`src/rtl/ram_arb_pkg.sv`:
```
// Shared types for the two-port RAM arbiter: ownership state, requester id and the RAM request word.
package ram_arb_pkg;

  localparam int RAM_ADDR_W = 16;
  localparam int RAM_DATA_W = 16;

  typedef enum logic {
    OWN_FREE   = 1'b0,
    OWN_A_LOCK = 1'b1
  } owner_e;

  typedef enum logic {
    PORT_A = 1'b0,
    PORT_B = 1'b1
  } port_id_e;

  // The top's ADDR_W/DATA_W must equal these widths.
  typedef struct packed {
    logic                  we;
    logic [RAM_ADDR_W-1:0] addr;
    logic [RAM_DATA_W-1:0] wdata;
  } ram_req_t;

endpackage

```
`src/rtl/ram_arb_rd_pipe.sv`:
```
// Read-return tracker: a valid/owner shift register whose last stage lines up with q_ram.
module ram_arb_rd_pipe
  import ram_arb_pkg::*;
#(
  parameter int DEPTH = 3
) (
  input  logic     clock_i,
  input  logic     reset_i,
  input  logic     push_i,
  input  port_id_e id_i,
  output logic     a_rvalid_o,
  output logic     b_rvalid_o
);

  logic [DEPTH-1:0] valid_q;
  logic [DEPTH-1:0] id_b_q;

  always_ff @(posedge clock_i) begin
    if (reset_i) begin
      valid_q <= '0;
      id_b_q  <= '0;
    end else begin
      valid_q <= {valid_q[DEPTH-2:0], push_i};
      id_b_q  <= {id_b_q[DEPTH-2:0], (id_i == PORT_B)};
    end
  end

  assign a_rvalid_o = valid_q[DEPTH-1] && !id_b_q[DEPTH-1];
  assign b_rvalid_o = valid_q[DEPTH-1] &&  id_b_q[DEPTH-1];

endmodule

```
`src/rtl/ram_port_arbiter.sv`:
```
// Shares one single-port RAM between the CPU (port A, priority + lock) and the I/O/debug engine
// (port B, starvation-protected); registers the winner onto the RAM and routes read data back.
module ram_port_arbiter
  import ram_arb_pkg::*;
#(
  parameter int ADDR_W      = RAM_ADDR_W,
  parameter int DATA_W      = RAM_DATA_W,
  parameter int RAM_LATENCY = 2,
  parameter int MAX_WAIT    = 4
) (
  input  logic              clock,
  input  logic              reset,
  input  logic              a_req,
  input  logic              a_we,
  input  logic [ADDR_W-1:0] a_addr,
  input  logic [DATA_W-1:0] a_wdata,
  input  logic              a_lock,
  output logic              a_gnt,
  output logic              a_rvalid,
  output logic [DATA_W-1:0] a_rdata,
  input  logic              b_req,
  input  logic              b_we,
  input  logic [ADDR_W-1:0] b_addr,
  input  logic [DATA_W-1:0] b_wdata,
  output logic              b_gnt,
  output logic              b_rvalid,
  output logic [DATA_W-1:0] b_rdata,
  output logic [ADDR_W-1:0] address_ram,
  output logic              wren_ram,
  output logic [DATA_W-1:0] data_ram,
  input  logic [DATA_W-1:0] q_ram
);

  localparam int CNT_W = $clog2(MAX_WAIT + 1);

  owner_e            owner_q, owner_d;
  logic [CNT_W-1:0]  starve_q, starve_d;
  ram_req_t          req_q, req_d;
  logic              a_gnt_c, b_gnt_c;
  logic              starve_at_max;
  logic              rd_push;
  port_id_e          rd_id;

  assign starve_at_max = (starve_q == CNT_W'(MAX_WAIT));

  always_comb begin
    owner_d  = owner_q;
    starve_d = starve_q;
    a_gnt_c  = 1'b0;
    b_gnt_c  = 1'b0;
    req_d    = req_q;
    req_d.we = 1'b0;

    if (owner_q == OWN_A_LOCK) begin
      a_gnt_c = a_req;
      if (!a_lock) owner_d = OWN_FREE;
    end else begin
      b_gnt_c = b_req && (!a_req || starve_at_max);
      a_gnt_c = a_req && !b_gnt_c;
      if (a_gnt_c && a_lock) owner_d = OWN_A_LOCK;
    end

    // Counts consecutive denied B cycles; any idle or granted B cycle restarts the count.
    if (!b_req || b_gnt_c) begin
      starve_d = '0;
    end else if (!starve_at_max) begin
      starve_d = starve_q + 1'b1;
    end

    if (a_gnt_c) begin
      req_d = '{we: a_we, addr: a_addr, wdata: a_wdata};
    end else if (b_gnt_c) begin
      req_d = '{we: b_we, addr: b_addr, wdata: b_wdata};
    end
  end

  always_ff @(posedge clock) begin
    if (reset) begin
      owner_q  <= OWN_FREE;
      starve_q <= '0;
      req_q    <= '0;
    end else begin
      owner_q  <= owner_d;
      starve_q <= starve_d;
      req_q    <= req_d;
    end
  end

  assign rd_push = (a_gnt_c && !a_we) || (b_gnt_c && !b_we);
  assign rd_id   = b_gnt_c ? PORT_B : PORT_A;

  // One stage for the address register plus RAM_LATENCY stages inside the RAM.
  ram_arb_rd_pipe #(
    .DEPTH(RAM_LATENCY + 1)
  ) u_rd_pipe (
    .clock_i   (clock),
    .reset_i   (reset),
    .push_i    (rd_push),
    .id_i      (rd_id),
    .a_rvalid_o(a_rvalid),
    .b_rvalid_o(b_rvalid)
  );

  assign a_gnt       = a_gnt_c;
  assign b_gnt       = b_gnt_c;
  assign a_rdata     = q_ram;
  assign b_rdata     = q_ram;
  assign address_ram = req_q.addr;
  assign wren_ram    = req_q.we;
  assign data_ram    = req_q.wdata;

endmodule

```
`config.mk`:
```
export PLATFORM = sky130hd
export DESIGN_NAME = ram_port_arbiter
export DESIGN_NICKNAME = d
export VERILOG_FILES = /design/src/rtl/ram_arb_pkg.sv /design/src/rtl/ram_arb_rd_pipe.sv /design/src/rtl/ram_port_arbiter.sv
export SDC_FILE = /design/constraint.sdc
export NUM_CORES = 1
export LEC_CHECK = 0
export BUFFER_PORTS_ARGS = -buffer_cell sky130_fd_sc_hd__clkbuf_2
export CAP_MARGIN = 25
export CORE_UTILIZATION = 35
export DETAILED_ROUTE_END_ITERATION = 7
export GPL_TIMING_DRIVEN = 0
export PLACE_DENSITY = 0.81
export RECOVER_POWER = 25
export SLEW_MARGIN = 30
export SYNTH_ARGS = -nofsm -noshare
export SYNTH_HDL_FRONTEND = slang
export SYNTH_HIERARCHICAL = 1
export SYNTH_SLANG_ARGS = --single-unit
```
`constraint.sdc`:
```
create_clock -name clock -period 4.9 [get_ports clock]
set_clock_uncertainty 0.2 [all_clocks]
set_input_delay 0.98 -clock clock [delete_from_list [all_inputs] [get_ports clock]]
set_output_delay 0.98 -clock clock [all_outputs]
set_load 0.05 [all_outputs]
```
==> out/metrics.cfg, run 1 <==
[run_status]
status = finished clean

[cts]
post_cts_buffers = 0
root_buffer = clkbuf_8
cts_hold_buf = 0
cts.repair.resized = 0
cts_buffer_depth = 2
cts.sinks = 43
path_clk_slew_ns = 0.08
cts_inserted_buffers = 5
clock_latency_ns = 0.29
cts.htree.levels = 2
tritoncts = yes

[placement]
port_buffers = 139
finalWeightedCongestion = 0.689
dp_hpwl_mm = 4.34

[synthesis]
seq_area_frac_synth = 0.410
ys_ff_latch = 43
yosys_warnings = 6
yosysTopAreaCellShare = 0.410
avgSynthCellArea_um2 = 9.25
yosysTopAreaCell = dfxtp_1
synthTopCellsByCount = dfxtp_1 (43), nand2_1 (36), buf_4 (35), nor3_1 (34), a221o_1 (32)
synth_area_leaders = dfxtp_1 (41%), a221o_1 (15%), buf_4 (13%), nor3_1 (8.1%), nand2_1 (6.4%)
ys.flop_type = dfxtp_1
synth_area_mm2 = 0.00210
syn_nets = 316
synth_edf_count = 0
async_reset_ff_frac = 0
yosysUniqueCellTypes = 28
synthCells = 227
synth.most_common_cell = dfxtp_1

[die]
ios = 156
row_count = 27
die_area_mm2 = 0.00632
die_w_um = 79.5
start_util = 0.372
core_mm2 = 0.00564
fp.dieH_um = 79.5

[worst_setup_path]
cp.arrival_ns = 2.14
r2r_cells = 6
r2r_end = address_ram[5]
r2r_slack_ns = 3.03
worst-setup-path-type = primary input to output pin
required_ns = 3.72
r2r_start = starve_q[0]
critPathLaunchType = primary input
worstPathMaxFanout = 10
cp-end-kind = output pin

[worst_hold_path]
hold_depth = 1
hp-class = flip-flop to flip-flop
min_from = u_rd_pipe/id_b_q[1]
holdPathEnd = u_rd_pipe/id_b_q[2]

[timing]
fin_setup_tns_ns = 0
fmax_ghz = 0.301
hold_viol_final = 0
rsz0062_at_grt = false
min_period_ns = 3.32
worstMarginPinSlew_ns = 0.632
finalSetupViolCount = 0
min_period_over_period = 0.678
slew_headroom = 0.581
slew_viol_final = 0

[drt]
wire_per_inst_um = 12.9
wirelength_mm = 5.74
ant_nets = 0
vias = 2179
drtPass1Iterations = 5
drtIter0Drc = 79
route.detailed.drc = 0
drt-vias-per-instance = 4.89

[power]
ir_drop_mv = 0.137
p_per_area_mw_per_mm2 = 329
p_leak_nw = 1.51
p_comb_frac = 0.273
p_clk_frac = 0.334
p_seq_frac = 0.393
power_switching_mw = 0.320
sw_frac_of_total = 0.327
total_power_mw = 0.981
intPower_mw = 0.661

[cells_and_area]
nFillCells = 561
n_antenna_cell = 0
layout.core_utilization = 0.529
fin_nets = 462
syn_to_final_growth_pct = 42.1
drive_gt1_frac = 0.476

[flow_run]
cap_viol_max_count = 0

[grt]
use_met3 = 0.0526
grt_start_max_net_pins = 14
grt_pass1_wl_mm = 8.74
grt_overflow = 0
grt_pass1_vias = 1949
grt.busiest_layer = met2
gr-usage-met2 = 0.316
antenna_found_initial = 0
grtUsageTotal = 0.176
use_met1 = 0.202

[registers in the layout (all words and copies together), names as in the netlist]
signal	count
wren_ram	1
address_ram	16
starve_q	3
data_ram	16
u_rd_pipe/valid_q	3
owner_q	1
u_rd_pipe/id_b_q	3
[layout by cell type, fill, tap and decap left out, types with 5 or more instances in the layout]
cell type	instances
nor3_1	35
a221o_1	32
nand2_1	36
buf_2	7
clkbuf_1	22
buf_4	34
clkbuf_2	122
clkbuf_8	5
nor2b_1	9
dfxtp_1	43
[stage by stage]
step                std cells  setup WS, ns  hold WS, ns  cell area, µm²
floorplan                 227          1.19        0.214            2100
global placement          438          1.56        0.217            2890
detailed placement        438          1.55        0.227            2890
CTS                       446          1.54        0.237            3020
global route              446          1.47        0.266            2990
finish                    446          1.58        0.233            2990
[cells by family after synthesis]
| logic type | Yosys count | synth area share |
|---|---|---|
| xor gates and xnor gates | 1 | 0.00417 |
| DFF | 43 | 0.410 |
| adders and majority gates | 2 | 0.0119 |
| buffers and inverters | 53 | 0.189 |
| AOI/OAI and AO/OA | 37 | 0.172 |
| and+or+nand+nor | 90 | 0.209 |
| muxes | 1 | 0.00476 |
[power groups by stage]
stage                     Clock (mW)  Combinational [mW]  Sequential (mW)
after floorplan                    0               0.126            0.465
after detailed placement           0               0.273            0.393
after CTS                      0.337               0.274            0.385
after global placement             0               0.270            0.392
final                          0.327               0.268            0.385
after global routing           0.348               0.283            0.388
[worst max-delay path by stage]
stage	from	end	depth (start not counted)
finish	a_req	a_gnt	5
global route	a_req	a_gnt	5
CTS	a_req	a_gnt	5
detailed placement	a_req	a_gnt	5
global placement	a_req	a_gnt	5
floorplan	b_req	a_gnt	3
[critical path, cell delays in order]
cell      delay (ns)
clkbuf_2        0.09
buf_2           0.21
buf_1           0.38
nor2b_1         0.19
clkbuf_2        0.28
[cell type report]
type                            instances  area [µm²]  area share
Buffer                                 50         380       0.127
Clock buffer                            6        72.6      0.0243
Clock inverter                          2        60.1      0.0201
Inverter                                3        11.3     0.00377
Multi-Input combinational cell        131         836       0.280
Sequential cell                        43         861       0.288
Tap cell                               72        90.1      0.0302
Timing Repair Buffer                  139         674       0.226
[metal layers]
| metal | up-vias | wire length (µm) |
|---|---|---|
| li1 | 1074 | - |
| met1 | 1001 | 2380 |
| met2 | 98 | 2820 |
| met3 | 6 | 500 |
| met4 | 0 | 44 |
| met5 | - | 0 |
No activity file was read; power rests on OpenSTA's default activity.
==> run 2: changes to the inputs <==
==> constraint.sdc (replaced) <==
create_clock -name clock -period 3.2 [get_ports clock]
set_clock_uncertainty 0.2 [all_clocks]
set_input_delay 0.64 -clock clock [delete_from_list [all_inputs] [get_ports clock]]
set_output_delay 0.64 -clock clock [all_outputs]
set_load 0.05 [all_outputs]
==> out/metrics.cfg, run 2 (synthesis results as in run 1) <==
[drt]
drtPass1Iterations = 4  ; was 5
wire_per_inst_um = 12.9  ; about the same
ant_nets = 0  ; unchanged
route.detailed.drc = 0  ; unchanged
drt-vias-per-instance = 4.90  ; was 4.89
vias = 2184  ; was 2179
drtIter0Drc = 77  ; was 79
wirelength_mm = 5.76  ; was 5.74 mm

[cells_and_area]
nFillCells = 561  ; unchanged
regArea_um2 = 861  ; unchanged
final_cell_mix = clkbuf_2 (121), dfxtp_1 (43), nand2_1 (36)  ; was clkbuf_2 (122), dfxtp_1 (43), nand2_1 (36)
fin_area_mm2 = 0.00299  ; about the same
drive_gt1_frac = 0.479  ; was 0.476
n_antenna_cell = 0  ; unchanged
syn_to_final_growth_pct = 42.3  ; was 42.1%
layout_commonest_cell = clkbuf_2  ; unchanged
layout.core_utilization = 0.530  ; was 0.529
fin_nets = 462  ; unchanged
multiInputGateArea_um2 = 838  ; was 836 µm²

[timing]
rsz0062_at_grt = false  ; unchanged
fin_setup_tns_ns = 0  ; unchanged
slew_headroom = 0.581  ; about the same
slew_viol_final = 0  ; unchanged
fmax_ghz = 0.378
min_period_ns = 2.65
min_period_over_period = 0.828
worstMarginPinSlew_ns = 0.632  ; about the same
finalSetupViolCount = 0  ; unchanged
hold_viol_final = 0  ; unchanged

[power]
p_leak_nw = 1.51  ; about the same
p_per_area_mw_per_mm2 = 503  ; was 329 mW/mm²
ir_drop_mv = 0.209  ; was 0.137 mV
p_clk_frac = 0.335  ; was 0.334
intPower_mw = 1.01  ; was 0.661 mW
power_switching_mw = 0.493  ; was 0.320 mW
total_power_mw = 1.50  ; was 0.981 mW
p_seq_frac = 0.392  ; was 0.393
sw_frac_of_total = 0.327  ; about the same
p_comb_frac = 0.273  ; about the same

[worst_setup_path]
required_ns = 2.36  ; was 3.72 ns
cp_top_family = buffers and inverters  ; unchanged
cp-end-kind = output pin  ; unchanged
worst-setup-path-type = primary input to output pin  ; unchanged
path_common_cell = clkbuf_2  ; unchanged
critPathMaxStageDelay_ns = 0.39  ; was 0.38 ns
cp.arrival_ns = 1.81  ; was 2.14 ns
cp_cell_sequence = clkbuf_2 -> buf_2 -> buf_1 -> nor2b_1 -> clkbuf_2  ; unchanged
crit_buf_inv = 4  ; unchanged
slowest_stage = buf_1  ; unchanged
critPathLaunchType = primary input  ; unchanged
worstPathMaxFanout = 10  ; unchanged

[die]
start_util = 0.372  ; unchanged
ios = 156  ; unchanged
core_mm2 = 0.00564  ; unchanged
row_count = 27  ; unchanged
die_area_mm2 = 0.00632  ; unchanged
fp.dieH_um = 79.5  ; unchanged
die_w_um = 79.5  ; unchanged

[cts]
tritoncts = yes  ; unchanged
cts_hold_buf = 0  ; unchanged
cts.sinks = 43  ; unchanged
clock_latency_ns = 0.29  ; about the same
cts.repair.resized = 0  ; unchanged
root_buffer = clkbuf_8  ; unchanged
cts_buffer_depth = 2  ; unchanged
cts.htree.levels = 2  ; unchanged
path_clk_slew_ns = 0.09  ; was 0.08 ns
cts_inserted_buffers = 5  ; unchanged
post_cts_buffers = 0  ; unchanged

[grt]
grt_pass1_wl_mm = 8.74  ; unchanged
grt_pass1_vias = 1949  ; unchanged
antenna_found_initial = 0  ; unchanged
grt_overflow = 0  ; unchanged
grt_start_max_net_pins = 14  ; unchanged
grtUsageTotal = 0.176  ; unchanged

[placement]
place_area_mm2 = 0.00289  ; unchanged
port_buffers = 139  ; unchanged
dp_hpwl_mm = 4.34  ; unchanged
finalWeightedCongestion = 0.689  ; unchanged

[worst_hold_path]
hp-class = flip-flop to flip-flop  ; unchanged

[flow_run]
cap_viol_max_count = 0  ; unchanged

[run_status]
status = finished clean  ; unchanged

==> run 2: cell type report <==
cell class,instances,share of cell area
flip-flops and latches,43,0.288
well taps,72,0.0301
clock inverters,2,0.0201
multi-input cells,131,0.280
repair buffers,139,0.225
clock buffers,6,0.0243
inverters,3,0.00377
plain buffers,50,0.128
==> run 2: worst register-to-register path, delay by kind of cell (launching register included) <==
kind / cells / cell delay (ns)
DFF: 1 / 0.38
AOI/OAI and AO/OA: 2 / 0.55
buffers and inverters: 2 / 0.28
adders and majority gates: 1 / 0.25
and+or+nand+nor: 1 / 0.10
==> run 2: worst paths after layout <==
| path | from | endpoint | slack, ns | cells past startpoint |
|---|---|---|---|---|
| worst min register to register | u_rd_pipe/id_b_q[1] | u_rd_pipe/id_b_q[2] | 0.23 | 1 |
| worst max register to register | starve_q[0] | address_ram[5] | 1.33 | 6 |
| worst max-delay path | a_req | a_gnt | 0.55 | 5 |
| worst min-delay path | u_rd_pipe/id_b_q[1] | u_rd_pipe/id_b_q[2] | 0.23 | 1 |
==> run 2: power groups by stage <==
stage	combinational, mW	sequential (mW)	clock, mW
after floorplan	0.193	0.711	0
after global placement	0.414	0.601	0
after detailed placement	0.418	0.602	0
after CTS	0.419	0.590	0.515
after global routing	0.435	0.594	0.533
final	0.411	0.590	0.503
==> run 2: through the flow <==
step	hold WS, ns	instances	setup slack, ns
floorplan	0.214	227	0.173
global placement	0.217	438	0.544
detailed placement	0.227	438	0.526
CTS	0.237	446	0.519
global route	0.266	446	0.453
finish	0.235	446	0.551
==> run 2: layer usage <==
layer | routed length, µm | global-route usage
met3 | 499 | 0.0526
met5 | 0 | 0
met1 | 2420 | 0.202
met4 | 44 | 0.0400
met2 | 2790 | 0.316
